--- config.mk ---
export PLATFORM = sky130hd
export DESIGN_NAME = therm_adc_sampler
export DESIGN_NICKNAME = d
export VERILOG_FILES = /design/src/rtl/therm_pkg.sv /design/src/rtl/therm_spi_rx.sv /design/src/rtl/therm_adc_sampler.sv
export SDC_FILE = /design/constraint.sdc
export NUM_CORES = 1
export LEC_CHECK = 0
export ABC_AREA = 1
export ABC_CLOCK_PERIOD_IN_PS = 1600
export BUFFER_PORTS_ARGS = -buffer_cell sky130_fd_sc_hd__buf_4
export CORE_MARGIN = 2
export CORE_UTILIZATION = 58
export CTS_BUF_LIST = sky130_fd_sc_hd__clkbuf_2
export DETAILED_ROUTE_END_ITERATION = 8
export GPL_ROUTABILITY_DRIVEN = 0
export PLACE_DENSITY = 0.87
export SLEW_MARGIN = 10
export SYNTH_ARGS = -nofsm -noshare
export SYNTH_HDL_FRONTEND = slang
export SYNTH_SLANG_ARGS = --single-unit
--- constraint.sdc ---
create_clock -name clk -period 1.6 [get_ports clk]
set_input_delay 0.32 -clock clk [delete_from_list [all_inputs] [get_ports clk]]
set_output_delay 0.32 -clock clk [all_outputs]
set_load 0.01 [all_outputs]
--- src/rtl/therm_pkg.sv ---
// Shared types and default constants for the thermistor ADC sampling path.
package therm_pkg;

  typedef enum logic [2:0] {
    IDLE,
    SETUP,
    SHIFT_LO,
    SHIFT_HI,
    DONE
  } state_e;

  localparam int DEF_CLK_DIV       = 4;
  localparam int DEF_ADC_BITS      = 12;
  localparam int DEF_AVG_LOG2      = 3;
  localparam int DEF_SAMPLE_PERIOD = 1000;
  localparam int DEF_OUT_BITS      = 4;

  function automatic int acc_width(input int adc_bits, input int avg_log2);
    return adc_bits + avg_log2;
  endfunction

  localparam int ACC_W = acc_width(DEF_ADC_BITS, DEF_AVG_LOG2);

endpackage

--- src/rtl/therm_spi_rx.sv ---
// Read-only SPI receiver: frames one ADC conversion and shifts it in MSB first.
//
// state    | meaning
// IDLE     | cs_n high, waiting for start
// SETUP    | cs_n low, sclk low, CLK_DIV cycles before the first bit
// SHIFT_LO | sclk low half-period; miso captured on exit
// SHIFT_HI | sclk high half-period; last bit exits to DONE
// DONE     | cs_n high for one cycle, sample handed to the accumulator
module therm_spi_rx
  import therm_pkg::*;
#(
  parameter int CLK_DIV  = DEF_CLK_DIV,
  parameter int ADC_BITS = DEF_ADC_BITS
) (
  input  logic                clk,
  input  logic                rst,
  input  logic                start,
  input  logic                miso,
  output logic                cs_n,
  output logic                sclk,
  output logic                busy,
  output logic                idle,
  output logic                done,
  output logic [ADC_BITS-1:0] sample
);

  localparam int DIV_W = $clog2(CLK_DIV + 1);
  localparam int BIT_W = $clog2(ADC_BITS + 1);
  localparam logic [DIV_W-1:0] DIV_LOAD = DIV_W'(CLK_DIV - 1);
  localparam logic [BIT_W-1:0] BIT_LOAD = BIT_W'(ADC_BITS - 1);

  state_e              state_q;
  logic [DIV_W-1:0]    div_q;
  logic [BIT_W-1:0]    bit_q;
  logic [ADC_BITS-1:0] shreg_q;
  logic                cs_n_q;
  logic                sclk_q;
  logic                busy_q;

  always_ff @(posedge clk) begin
    if (rst) begin
      state_q <= IDLE;
      div_q   <= '0;
      bit_q   <= '0;
      shreg_q <= '0;
      cs_n_q  <= 1'b1;
      sclk_q  <= 1'b0;
      busy_q  <= 1'b0;
    end else begin
      case (state_q)
        IDLE: begin
          if (start) begin
            state_q <= SETUP;
            div_q   <= DIV_LOAD;
            cs_n_q  <= 1'b0;
            busy_q  <= 1'b1;
          end
        end
        SETUP: begin
          if (div_q == '0) begin
            state_q <= SHIFT_LO;
            div_q   <= DIV_LOAD;
            bit_q   <= BIT_LOAD;
          end else begin
            div_q <= div_q - DIV_W'(1);
          end
        end
        SHIFT_LO: begin
          if (div_q == '0) begin
            state_q <= SHIFT_HI;
            div_q   <= DIV_LOAD;
            sclk_q  <= 1'b1;
            shreg_q <= {shreg_q[ADC_BITS-2:0], miso};
          end else begin
            div_q <= div_q - DIV_W'(1);
          end
        end
        SHIFT_HI: begin
          if (div_q == '0) begin
            div_q  <= DIV_LOAD;
            sclk_q <= 1'b0;
            if (bit_q == '0) begin
              state_q <= DONE;
              cs_n_q  <= 1'b1;
              busy_q  <= 1'b0;
            end else begin
              state_q <= SHIFT_LO;
              bit_q   <= bit_q - BIT_W'(1);
            end
          end else begin
            div_q <= div_q - DIV_W'(1);
          end
        end
        DONE:    state_q <= IDLE;
        default: state_q <= IDLE;
      endcase
    end
  end

  // done fires on the edge that enters DONE so the top can register the result alongside cs_n rising
  assign done   = (state_q == SHIFT_HI) && (div_q == '0) && (bit_q == '0);
  assign idle   = (state_q == IDLE);
  assign sample = shreg_q;
  assign cs_n   = cs_n_q;
  assign sclk   = sclk_q;
  assign busy   = busy_q;

endmodule

--- src/rtl/therm_adc_sampler.sv ---
// Periodic thermistor ADC sampler: period timer, box-car accumulator and averaged output code.
module therm_adc_sampler
  import therm_pkg::*;
#(
  parameter int CLK_DIV       = DEF_CLK_DIV,
  parameter int ADC_BITS      = DEF_ADC_BITS,
  parameter int AVG_LOG2      = DEF_AVG_LOG2,
  parameter int SAMPLE_PERIOD = DEF_SAMPLE_PERIOD,
  parameter int OUT_BITS      = DEF_OUT_BITS
) (
  input  logic                clk,
  input  logic                rst,
  input  logic                en,
  input  logic                adc_miso,
  output logic                adc_cs_n,
  output logic                adc_sclk,
  output logic [OUT_BITS-1:0] v_therm,
  output logic                v_valid,
  output logic                busy
);

  localparam int AW    = acc_width(ADC_BITS, AVG_LOG2);
  localparam int TMR_W = $clog2(SAMPLE_PERIOD);
  localparam logic [TMR_W-1:0] TMR_LOAD = TMR_W'(SAMPLE_PERIOD - 1);

  logic                rx_done;
  logic                rx_idle;
  logic [ADC_BITS-1:0] rx_sample;
  logic                start;

  logic [TMR_W-1:0]    timer_q, timer_d;
  logic [AW-1:0]       acc_q, acc_d;
  logic [AW-1:0]       sum;
  logic [AVG_LOG2-1:0] cnt_q, cnt_d;
  logic                drop_q, drop_d;
  logic [OUT_BITS-1:0] v_therm_q, v_therm_d;
  logic                v_valid_q, v_valid_d;

  therm_spi_rx #(
    .CLK_DIV  (CLK_DIV),
    .ADC_BITS (ADC_BITS)
  ) u_spi_rx (
    .clk    (clk),
    .rst    (rst),
    .start  (start),
    .miso   (adc_miso),
    .cs_n   (adc_cs_n),
    .sclk   (adc_sclk),
    .busy   (busy),
    .idle   (rx_idle),
    .done   (rx_done),
    .sample (rx_sample)
  );

  // Down-counter phase: zero marks a conversion start and is held while disabled.
  assign start = en && (timer_q == '0) && rx_idle;

  always_comb begin
    timer_d   = timer_q;
    acc_d     = acc_q;
    cnt_d     = cnt_q;
    drop_d    = drop_q;
    v_therm_d = v_therm_q;
    v_valid_d = 1'b0;
    sum       = acc_q + AW'(rx_sample);

    if (!en)                 timer_d = '0;
    else if (timer_q == '0)  timer_d = TMR_LOAD;
    else                     timer_d = timer_q - TMR_W'(1);

    // Remembers that en dropped at some point during the conversion in flight
    if (start)    drop_d = 1'b0;
    else if (!en) drop_d = 1'b1;

    if (rx_done) begin
      if (drop_q || !en) begin
        acc_d = '0;
        cnt_d = '0;
      end else if (cnt_q == '1) begin
        v_therm_d = sum[AW-1 -: OUT_BITS];
        v_valid_d = 1'b1;
        acc_d     = '0;
        cnt_d     = '0;
      end else begin
        acc_d = sum;
        cnt_d = cnt_q + AVG_LOG2'(1);
      end
    end else if (rx_idle && !en) begin
      acc_d = '0;
      cnt_d = '0;
    end
  end

  always_ff @(posedge clk) begin
    if (rst) begin
      timer_q   <= '0;
      acc_q     <= '0;
      cnt_q     <= '0;
      drop_q    <= 1'b0;
      v_therm_q <= '0;
      v_valid_q <= 1'b0;
    end else begin
      timer_q   <= timer_d;
      acc_q     <= acc_d;
      cnt_q     <= cnt_d;
      drop_q    <= drop_d;
      v_therm_q <= v_therm_d;
      v_valid_q <= v_valid_d;
    end
  end

  assign v_therm = v_therm_q;
  assign v_valid = v_valid_q;

endmodule

==> results_dict.tcl, run 1 <==
set metrics [dict create \
    p_leak_nw 2.03 \
    synthesis.nets 527 \
    synthCells 502 \
    hp-class "in -> reg" \
    slew_violations 0 \
    p_per_area_nw_per_um2 1250 \
    max-slew-margin-rel 0.763 \
    gr-total-overflow 0 \
    synth_top_area_share 0.354 \
    die_y_um 79.9 \
    clk_latency_ps 500 \
    syn-cell-area_um2 3340 \
    grt_first_pass_wirelength_um 13900 \
    rsz0062_at_grt "yes" \
    slowest_stage "dfxtp_2" \
    num-fill-cells 373 \
    clock_path_buffers 2 \
    worst_pin_slew_ps 354 \
    report.power.total_mw 5.37 \
    dr_total_vias 3451 \
    avgRoutedWirePerCell_um 14.8 \
    setup_slack_ps -87.3 \
    ys_warn_count 0 \
    cts_buffers 9 \
    viasPerCell 5.51 \
    reg2reg_depth 10 \
    route.detailed.drc 0 \
    synth_cell_types 28 \
    fmax_mhz 593 \
    diodes 0 \
    r2r_slack_ps -90 \
    worstPathArrival_ps 2120 \
    drt-initial-drc-count 148 \
    fin_crit_ps 1690 \
    crit_type "reg -> reg" \
    synthTopCellsByArea "dfxtp_1 (35%), nand2_1 (16%), inv_1 (9.1%), ha_1 (7.5%), nor2_1 (5.8%)" \
    max_stage_delay_ps 390 \
    avgSynthCellArea_um2 6.65 \
    layout-drive-gt1-share 0.305 \
    critPathCaptureType "flip-flop" \
    die_x_um 79.9 \
    required_ps 2030 \
    die_area_um2 6380 \
    tritoncts "done" \
    worst-path-max-fanout 3 \
    cts_sinks 59 \
    finalHoldViolCount 0 \
    violations "negative setup slack" \
    max_cap_violations 0 \
    crit_chain "ha_4 > inv_2 > fa_2 > inv_2 > nand3_2 > nand3_4 > buf_4 > xor2_1 > nand2_1 > a21oi_1" \
    fin_skew_ps 23.3 \
    multi_input_area_um2 2190 \
    yosysTopAreaCell "dfxtp_1" \
    start_util 0.602 \
    routed_wl_um 9260 \
    critPathMostFrequentCell "inv_2" \
    rows 27 \
    holdPathStages 3 \
    regArea_um2 1210 \
    fin_tns_setup_ps -407 \
    setup_viol 13 \
    ys_seq_elements 59 \
    ant_nets 0 \
    yosysSeqAreaShare 0.354 \
    core_area_um2 5540 \
    grt_max_degree 19 \
    status "complete, but fails checks" \
    area_delta_synth_final_pct 28.8 \
    critPathLaunch "acc_q[0]" \
    hpwlAfterDp_um 5540 \
    irDropWorstVdd_uv 863 \
    min_from "adc_miso" \
    finalNetCount 574 \
    whs_ps 73.7 \
    fin_crit_sh 1.05 \
    rr_startpoint "acc_q[0]" \
    h-tree-depth 3 \
    gr-usage-all-layers 0.275 \
    start_kind "flip-flop" \
    port_buffers 11 \
    cts_root_buf "clkbuf_2" \
    clk_pin_slew_worst_paths_ps 160 \
    dr.pass1.iters 4 \
    grt_pass1_vias 3175 \
    antenna_found_initial 0 \
    pin_count 12 \
]
-- critical path: cells and delay by family, from the launching register on --
kind	cells	cell delay, ps
buffers and inverters	3	220
adders and majority gates	2	470
DFF	1	390
and+or+nand+nor	3	240
xor gates and xnor gates	1	180
AOI/OAI and AO/OA	1	120
-- layout by cell type (no fill, tap or decap), types with 4 or more instances in the layout --
cell type	Yosys	layout
nand2_1	142	127
inv_1	81	68
nor2_1	52	44
dfxtp_1	59	39
buf_4	0	39
o21ai_0	24	22
a21oi_1	34	20
nand3_1	33	18
dfxtp_2	0	18
inv_2	2	15
nand2_2	0	15
a21oi_2	0	14
ha_4	0	13
nand3_2	0	11
clkbuf_2	0	10
nor2_2	1	9
nand4_1	9	9
ha_1	20	7
a31oi_1	6	6
nand3_4	1	5
xor2_1	5	5
or2_2	4	4
o21a_1	4	4
nor3_1	5	4
-- cell type report --
type                    instances  area share
multi-input cells             351       0.509
flip-flops and latches         59       0.282
repair buffers                 45      0.0909
inverters                      83      0.0725
well taps                      72      0.0210
clock inverters                 6      0.0131
clock buffers                  10      0.0116
-- logic make-up (layout without fill, tap and decap cells) --
logic type      Yosys count  after routing  synth area share
flops                    59             59             0.354
compound gates           70             70             0.116
xor+xnor                  5              5            0.0131
buf+inv                  92            144             0.106
fa+ha+maj                21             21            0.0810
simple gates            255            255             0.330
-- through the flow --
| stage | cells | setup slack (ps) | util | area (um2) |
|---|---|---|---|---|
| floorplan | 502 | 10.6 | - | 3350 |
| global placement | 599 | -40.2 | 0.663 | 3670 |
| detailed placement | 599 | -103 | 0.663 | 3670 |
| CTS | 621 | -75.4 | 0.715 | 3960 |
| global route | 626 | -170 | 0.776 | 4300 |
| finish | 626 | -87.3 | 0.776 | 4300 |
-- power breakdown --
| part | leakage, nW | switching, mW | internal, mW |
|---|---|---|---|
| sequential | 0.490 | 0.219 | 1.76 |
| clock | 0.0607 | 0.579 | 0.351 |
| combinational | 1.48 | 1.46 | 1.01 |
| total | 2.03 | 2.26 | 3.11 |
-- synthesized netlist by cell type --
cell type	instances
ha_1	20
a21oi_1	34
and2_1	1
nand4_1	9
o21a_1	4
buf_6	1
nor2_8	1
inv_2	2
nand3_4	1
buf_2	1
xor2_1	5
or2_0	1
o21ai_0	24
o21bai_1	1
inv_1	81
nor3_1	5
nand3_1	33
nand3b_1	3
nand2_1	142
dfxtp_1	59
a22oi_4	1
nor2_4	2
or2_2	4
nor2_1	52
fa_1	1
nor2_2	1
a31oi_1	6
clkbuf_1	7
-- sequential cells by signal, indices dropped and copies added, names as in the netlist --
signal / cells
u_spi_rx.bit_q: 4
cnt_q: 3
drop_q: 1
u_spi_rx.sample: 12
acc_q: 15
u_spi_rx.cs_n: 1
u_spi_rx.div_q: 3
u_spi_rx.state_q: 3
v_therm: 4
v_valid: 1
u_spi_rx.sclk: 1
timer_q: 10
u_spi_rx.busy: 1
-- repair_timing --
action / in CTS / in global routing
endpoints found under the setup margin: 21 / 30
hold endpoints to repair: 0 / 2
hold buffers: 0 / 1
pin swaps: 12 / 24
resized for setup: 28 / 84
cloned: 0 / 1
buffers inserted: 6 / 4
-- final timing paths --
path / end
setup reg to reg: acc_q[4]
hold / removal: u_spi_rx.sample[0]
setup / recovery: acc_q[4]
hold reg to reg: u_spi_rx.bit_q[2]
-- routing by layer --
layer	global-route usage	vias up	share of wire
met5	0	-	0
met4	0.0847	0	0.025
met3	0.0701	26	0.045
met2	0.509	102	0.53
met1	0.307	1637	0.40
li1	-	1686	-
No activity file was read; power rests on OpenSTA's default activity.
==> run 2, diff against run 1 <==
--- a/config.mk
+++ b/config.mk
@@ -13,6 +13,7 @@
 export CTS_BUF_LIST = sky130_fd_sc_hd__clkbuf_2
 export DETAILED_ROUTE_END_ITERATION = 8
 export GPL_ROUTABILITY_DRIVEN = 0
+export GPL_TIMING_DRIVEN = 0
 export PLACE_DENSITY = 0.87
 export SLEW_MARGIN = 10
 export SYNTH_ARGS = -nofsm -noshare
==> run 2 against run 1 <==
The run still ends with negative setup slack left. Clock skew is 4.3 ps higher. First-iteration DRC count is 58% higher. Cell count is 0.32% lower. Worst hold slack worse by 51 ps. Critical path depth stayed put. Die area stayed put. Via count is 2.2% higher. Clock-buffer cell count is 1 lower. Flip-flop and latch count stayed put. Final area is 0.47% higher. Highest routed layer unchanged.
==> results_dict.tcl, run 2 (synthesis gave the netlist of run 1 again) <==
set metrics [dict create \
    critPathCaptureType "flip-flop" \
    wl_met3_um 564 \
    layout-drive-gt1-share 0.317 \
    cts_buffers 9 \
    num-fill-cells 375 \
    dp.cells 584 \
    required_ps 2030 \
    fin_crit_ps 1740 \
    fmax_mhz 576 \
    irDropWorstVdd_uv 719 \
    worst_pin_slew_ps 655 \
    die_area_um2 6380 \
    gr-usage-all-layers 0.277 \
    fin_crit_sh 1.08 \
    setup_slack_ps -135 \
    hold_buffers 0 \
    combPwrFrac 0.459 \
    rows 27 \
    h-tree-depth 3 \
    ant_nets 0 \
    core_area_um2 5540 \
    avgRoutedWirePerCell_um 14.9 \
    switching_power_mw 2.35 \
    route.detailed.drc 0 \
    grt_pass1_vias 3226 \
    max_stage_delay_ps 400 \
    cts_sinks 59 \
    status "complete, but fails checks" \
    finalHoldViolCount 0 \
    routed-wl-met2_um 4810 \
    fin_skew_ps 27.6 \
    violations "negative setup slack" \
    critPathMostFrequentCell "nand3_2" \
    m1WireLength_um 3600 \
    final_cell_mix "nand2_1 (118), inv_1 (70), nor2_1 (46)" \
    clk_latency_ps 520 \
    drt-initial-drc-count 234 \
    highest_layer "met4" \
    start_kind "flip-flop" \
    fin_tns_setup_ps -631 \
    pin_count 12 \
    hp-class "in -> reg" \
    p_leak_nw 2.04 \
    routed_wl_um 9310 \
    crit_type "reg -> reg" \
    die_x_um 79.9 \
    cts_root_buf "clkbuf_2" \
    clkPwrFrac 0.176 \
    gr-total-overflow 0 \
    clock_path_buffers 2 \
    max-slew-margin-rel 0.564 \
    switching_share 0.428 \
    rsz0062_at_grt "yes" \
    whs_ps 22.7 \
    grt_max_degree 12 \
    hpwlAfterDp_um 5420 \
    pre_cts_slack_ps -289 \
    slew_violations 0 \
    max_cap_violations 0 \
    slowest_stage "dfxtp_2" \
    clk_pin_slew_worst_paths_ps 180 \
    stdcell_count 624 \
    sequentialPowerShare 0.365 \
    antenna_found_initial 0 \
    grt_first_pass_wirelength_um 13600 \
    die_y_um 79.9 \
    p_per_area_nw_per_um2 1270 \
    dr_total_vias 3527 \
    worst-path-max-fanout 3 \
    report.power.total_mw 5.49 \
    diodes 0 \
    crit_chain "ha_4 > inv_2 > fa_2 > inv_2 > nand3_2 > nand3_2 > nand3_2 > nand4_1 > nand3_1 > a21oi_1" \
    start_util 0.602 \
    final_common_cell "nand2_1" \
    setup_viol 10 \
    worstPathArrival_ps 2170 \
    viasPerCell 5.65 \
    dr.pass1.iters 5 \
    top_register "acc_q" \
    port_buffers 10 \
    area_delta_synth_final_pct 29.4 \
    finalNetCount 572 \
    largest_reg_flops 15 \
    tritoncts "done" \
    p_int_mw 3.14 \
]
-- run 2: power groups by stage --
stage	registers, mW	clock network (mW)	logic (mW)
floorplan	1.89	0	1.36
global placement	1.92	0	1.67
detailed placement	1.93	0	1.74
CTS	1.95	0.965	2.07
global route	2.03	1.02	2.76
finish	2.00	0.966	2.52
-- run 2: final timing paths --
kind                                     from                 end  slack (ps)  depth (start not counted)
worst max register to register       acc_q[0]           acc_q[12]        -140                         10
worst max-delay path                 acc_q[0]           acc_q[12]        -140                         10
worst min register to register  u_spi_rx.busy       u_spi_rx.busy         450                          2
worst min-delay path                 adc_miso  u_spi_rx.sample[0]          20                          3
-- run 2: per-layer routing --
layer	track usage	vias to the layer above
li1	-	1688
met1	0.297	1642
met2	0.507	157
met3	0.0758	40
met4	0.117	0
met5	0	-
-- run 2: worst max-delay path: cells and delay by family (launching register included) --
family / cells / cell delay [ps]
buf+inv: 2 / 130
flops: 1 / 400
compound gates: 1 / 120
simple gates: 5 / 520
fa+ha+maj: 2 / 500
-- run 2: what timing repair did --
item	in CTS	in global routing
endpoints found under the setup margin	29	52
cloned	2	0
pin swaps	13	30
setup buffers	12	11
endpoints found under the hold margin	0	0
resized for setup	47	95
-- run 2: area by class of cell --
cell class              instances  area [um2]  share of cell area
multi-input cells             351        2230               0.516
flip-flops and latches         59        1230               0.285
inverters                      83         319              0.0739
repair buffers                 34         283              0.0655
well taps                      72        90.1              0.0209
clock inverters                 7        68.8              0.0159
plain buffers                   9        55.1              0.0128
clock buffers                   9        45.0              0.0104
-- run 2: stage by stage --
| stage | area, um2 | util |
|---|---|---|
| 2_1_floorplan | 3350 | - |
| 3_3_place_gp | 3510 | 0.634 |
| 3_5_place_dp | 3510 | 0.634 |
| 4_1_cts | 3980 | 0.718 |
| 5_1_grt | 4320 | 0.779 |
| 6_report | 4320 | 0.779 |
==> run 3, diff against run 2 <==
--- a/config.mk
+++ b/config.mk
@@ -8,13 +8,15 @@
 export ABC_AREA = 1
 export ABC_CLOCK_PERIOD_IN_PS = 1600
 export BUFFER_PORTS_ARGS = -buffer_cell sky130_fd_sc_hd__buf_4
+export CELL_PAD_IN_SITES_DETAIL_PLACEMENT = 2
+export CELL_PAD_IN_SITES_GLOBAL_PLACEMENT = 2
 export CORE_MARGIN = 2
-export CORE_UTILIZATION = 58
+export CORE_UTILIZATION = 33
 export CTS_BUF_LIST = sky130_fd_sc_hd__clkbuf_2
 export DETAILED_ROUTE_END_ITERATION = 8
 export GPL_ROUTABILITY_DRIVEN = 0
 export GPL_TIMING_DRIVEN = 0
-export PLACE_DENSITY = 0.87
+export PLACE_DENSITY = 0.88
 export SLEW_MARGIN = 10
 export SYNTH_ARGS = -nofsm -noshare
 export SYNTH_HDL_FRONTEND = slang
==> run 3 against run 2 <==
The flow still finishes with violations (negative setup slack). Sequential share of layout area shrank 3.3 points. Via count grew 10%. Core utilization shrank 27 points. Final area grew 15%. Register-to-register slack lost 200 ps. Flip-flop and latch count is the same. Routed wire length grew 110%. Largest power group unchanged. Global-route usage grew 1.8 points. Combinational power grew 48%. Clock power grew 27%.
==> results_dict.tcl, run 3 (synthesis gave the netlist of run 1 again) <==
set metrics [dict create \
    crit_type "reg -> reg" \
    final_common_cell "nand2_1" \
    ant_nets 0 \
    routed_wl_um 19700 \
    hp-class "in -> reg" \
    slew_violations 0 \
    rows 36 \
    pin_count 12 \
    sequentialPowerShare 0.299 \
    port_buffers 10 \
    dr_total_vias 3895 \
    grt_use_met2 0.549 \
    dr.pass1.iters 6 \
    worst-path-max-fanout 3 \
    tritoncts "done" \
    die_x_um 105 \
    max_cap_violations 0 \
    stdcell_count 708 \
    cts_sinks 59 \
    start_util 0.341 \
    final_cell_mix "nand2_1 (97), inv_1 (59), buf_4 (45)" \
    route.detailed.drc 0 \
    grt-busiest-layer "met2" \
    rsz0062_at_grt "yes" \
    p_int_mw 3.73 \
    h-tree-depth 3 \
    grt_use_met3 0.0636 \
    fin_crit_ps 1940 \
    top_register "acc_q" \
    whs_ps 59.6 \
    gr-total-overflow 0 \
    stdcell_area_um2 4950 \
    fmax_mhz 516 \
    switching_share 0.473 \
    max-slew-margin-rel 0.430 \
    clkPwrFrac 0.174 \
    grt.met1_usage 0.301 \
    antenna_found_initial 0 \
    finalNetCount 595 \
    die_y_um 105 \
    crit_chain "ha_4 > inv_2 > fa_2 > inv_2 > buf_4 > nand2_4 > nand3_4 > nand2_2 > nand2_1 > nand2_1 > nand2_1 > nand2_1 > nand2_1 > inv_1" \
    area_delta_synth_final_pct 48.3 \
    clock_path_buffers 2 \
    p_leak_nw 2.34 \
    clk_pin_slew_worst_paths_ps 210 \
    avgRoutedWirePerCell_um 27.9 \
    setup_slack_ps -340 \
    clk_latency_ps 590 \
    dp.cells 645 \
    grt_max_degree 11 \
    core_area_um2 9770 \
    hpwlAfterDp_um 8160 \
    setup_viol 37 \
    p_per_area_nw_per_um2 1430 \
    largest_reg_flops 15 \
    worstPathArrival_ps 2420 \
    grt_pass1_vias 4352 \
    viasPerCell 5.50 \
    grt_first_pass_wirelength_um 24300 \
    finalHoldViolCount 0 \
    irDropWorstVdd_uv 600 \
    worst_pin_slew_ps 855 \
    switching_power_mw 3.34 \
    cts_buffers 9 \
    fin_crit_sh 1.21 \
    die_area_um2 10900 \
    violations "negative setup slack" \
    required_ps 2080 \
    status "complete, but fails checks" \
    critPathCaptureType "flip-flop" \
    drt-initial-drc-count 233 \
    critPathMostFrequentCell "nand2_1" \
    cts_root_buf "clkbuf_2" \
    gr-usage-all-layers 0.295 \
    hold_buffers 0 \
    max_stage_delay_ps 420 \
    dpl_cell_area_um2 3590 \
    start_kind "flip-flop" \
    slowest_stage "dfxtp_2" \
    combPwrFrac 0.527 \
    layout-drive-gt1-share 0.439 \
    fin_skew_ps 57.0 \
]
run 3: changes by cell type in the layout (fill, tap and decap cells not counted), moves of 6 or more:
cell and delta:
a21oi_1 -7, inv_1 -11, nand2_1 -21, nand2_2 +8, buf_4 +16, nand2_4 +13, nor2_1 -11, nor2_2 +6
o21ai_1 +6, inv_2 +6, o21ai_0 -7
run 3: final timing paths:
path / cells after the start / from / slack (ps) / to
worst max-delay path: 14 / acc_q[0] / -340 / v_therm[3]
worst min-delay path: 3 / adc_miso / 60 / u_spi_rx.sample[0]
worst max register to register: 14 / acc_q[0] / -340 / v_therm[3]
worst min register to register: 2 / u_spi_rx.cs_n / 520 / u_spi_rx.cs_n
run 3: routing by layer:
layer	part of all wire	wire length (um)	vias up
met5	0	0	-
met4	0.073	1440	0
met3	0.042	831	98
met2	0.53	10400	152
met1	0.36	7060	1919
li1	-	-	1726
run 3: per-stage QoR:
step	TNS, ps	power (mW)	setup slack (ps)	util
finish	-4700	7.07	-340	0.506
CTS	-1080	5.69	-131	0.443
global route	-7080	7.34	-391	0.506
detailed placement	-9220	3.87	-462	0.367
floorplan	0	3.25	10.6	-
global placement	-4700	3.68	-305	0.367
run 3: worst max-delay path, delay by kind of cell, from the launching register on:
family,cells,cell delay [ps]
flip-flops,1,420
buffers and inverters,4,340
AND/OR/NAND/NOR,8,590
adder cells (fa/ha/maj),2,510
run 3: timing repair:
item                                    4_1_cts  5_1_grt
buffers inserted                             24       25
cloned                                        2        0
pin swaps                                    29       64
endpoints found under the setup margin       53       50
gates resized for setup                     105      150
run 3: power by group through the flow:
stage                     registers [mW]  clock network (mW)  logic [mW]
after floorplan                     1.89                   0        1.36
after global placement              1.93                   0        1.75
after detailed placement            1.96                   0        1.91
after CTS                           1.99                1.16        2.54
after global routing                2.13                1.27        3.94
final                               2.11                1.23        3.73
run 3: final cells by class:
type	count	area (um2)
Sequential cell	59	1250
Antenna cell	1	2.50
Timing Repair Buffer	57	507
Clock inverter	6	81.3
Fill cell	1093	4830
Clock buffer	9	45.0
Buffer	9	68.8
Inverter	83	332
Tap cell	133	166
Multi-Input combinational cell	351	2500
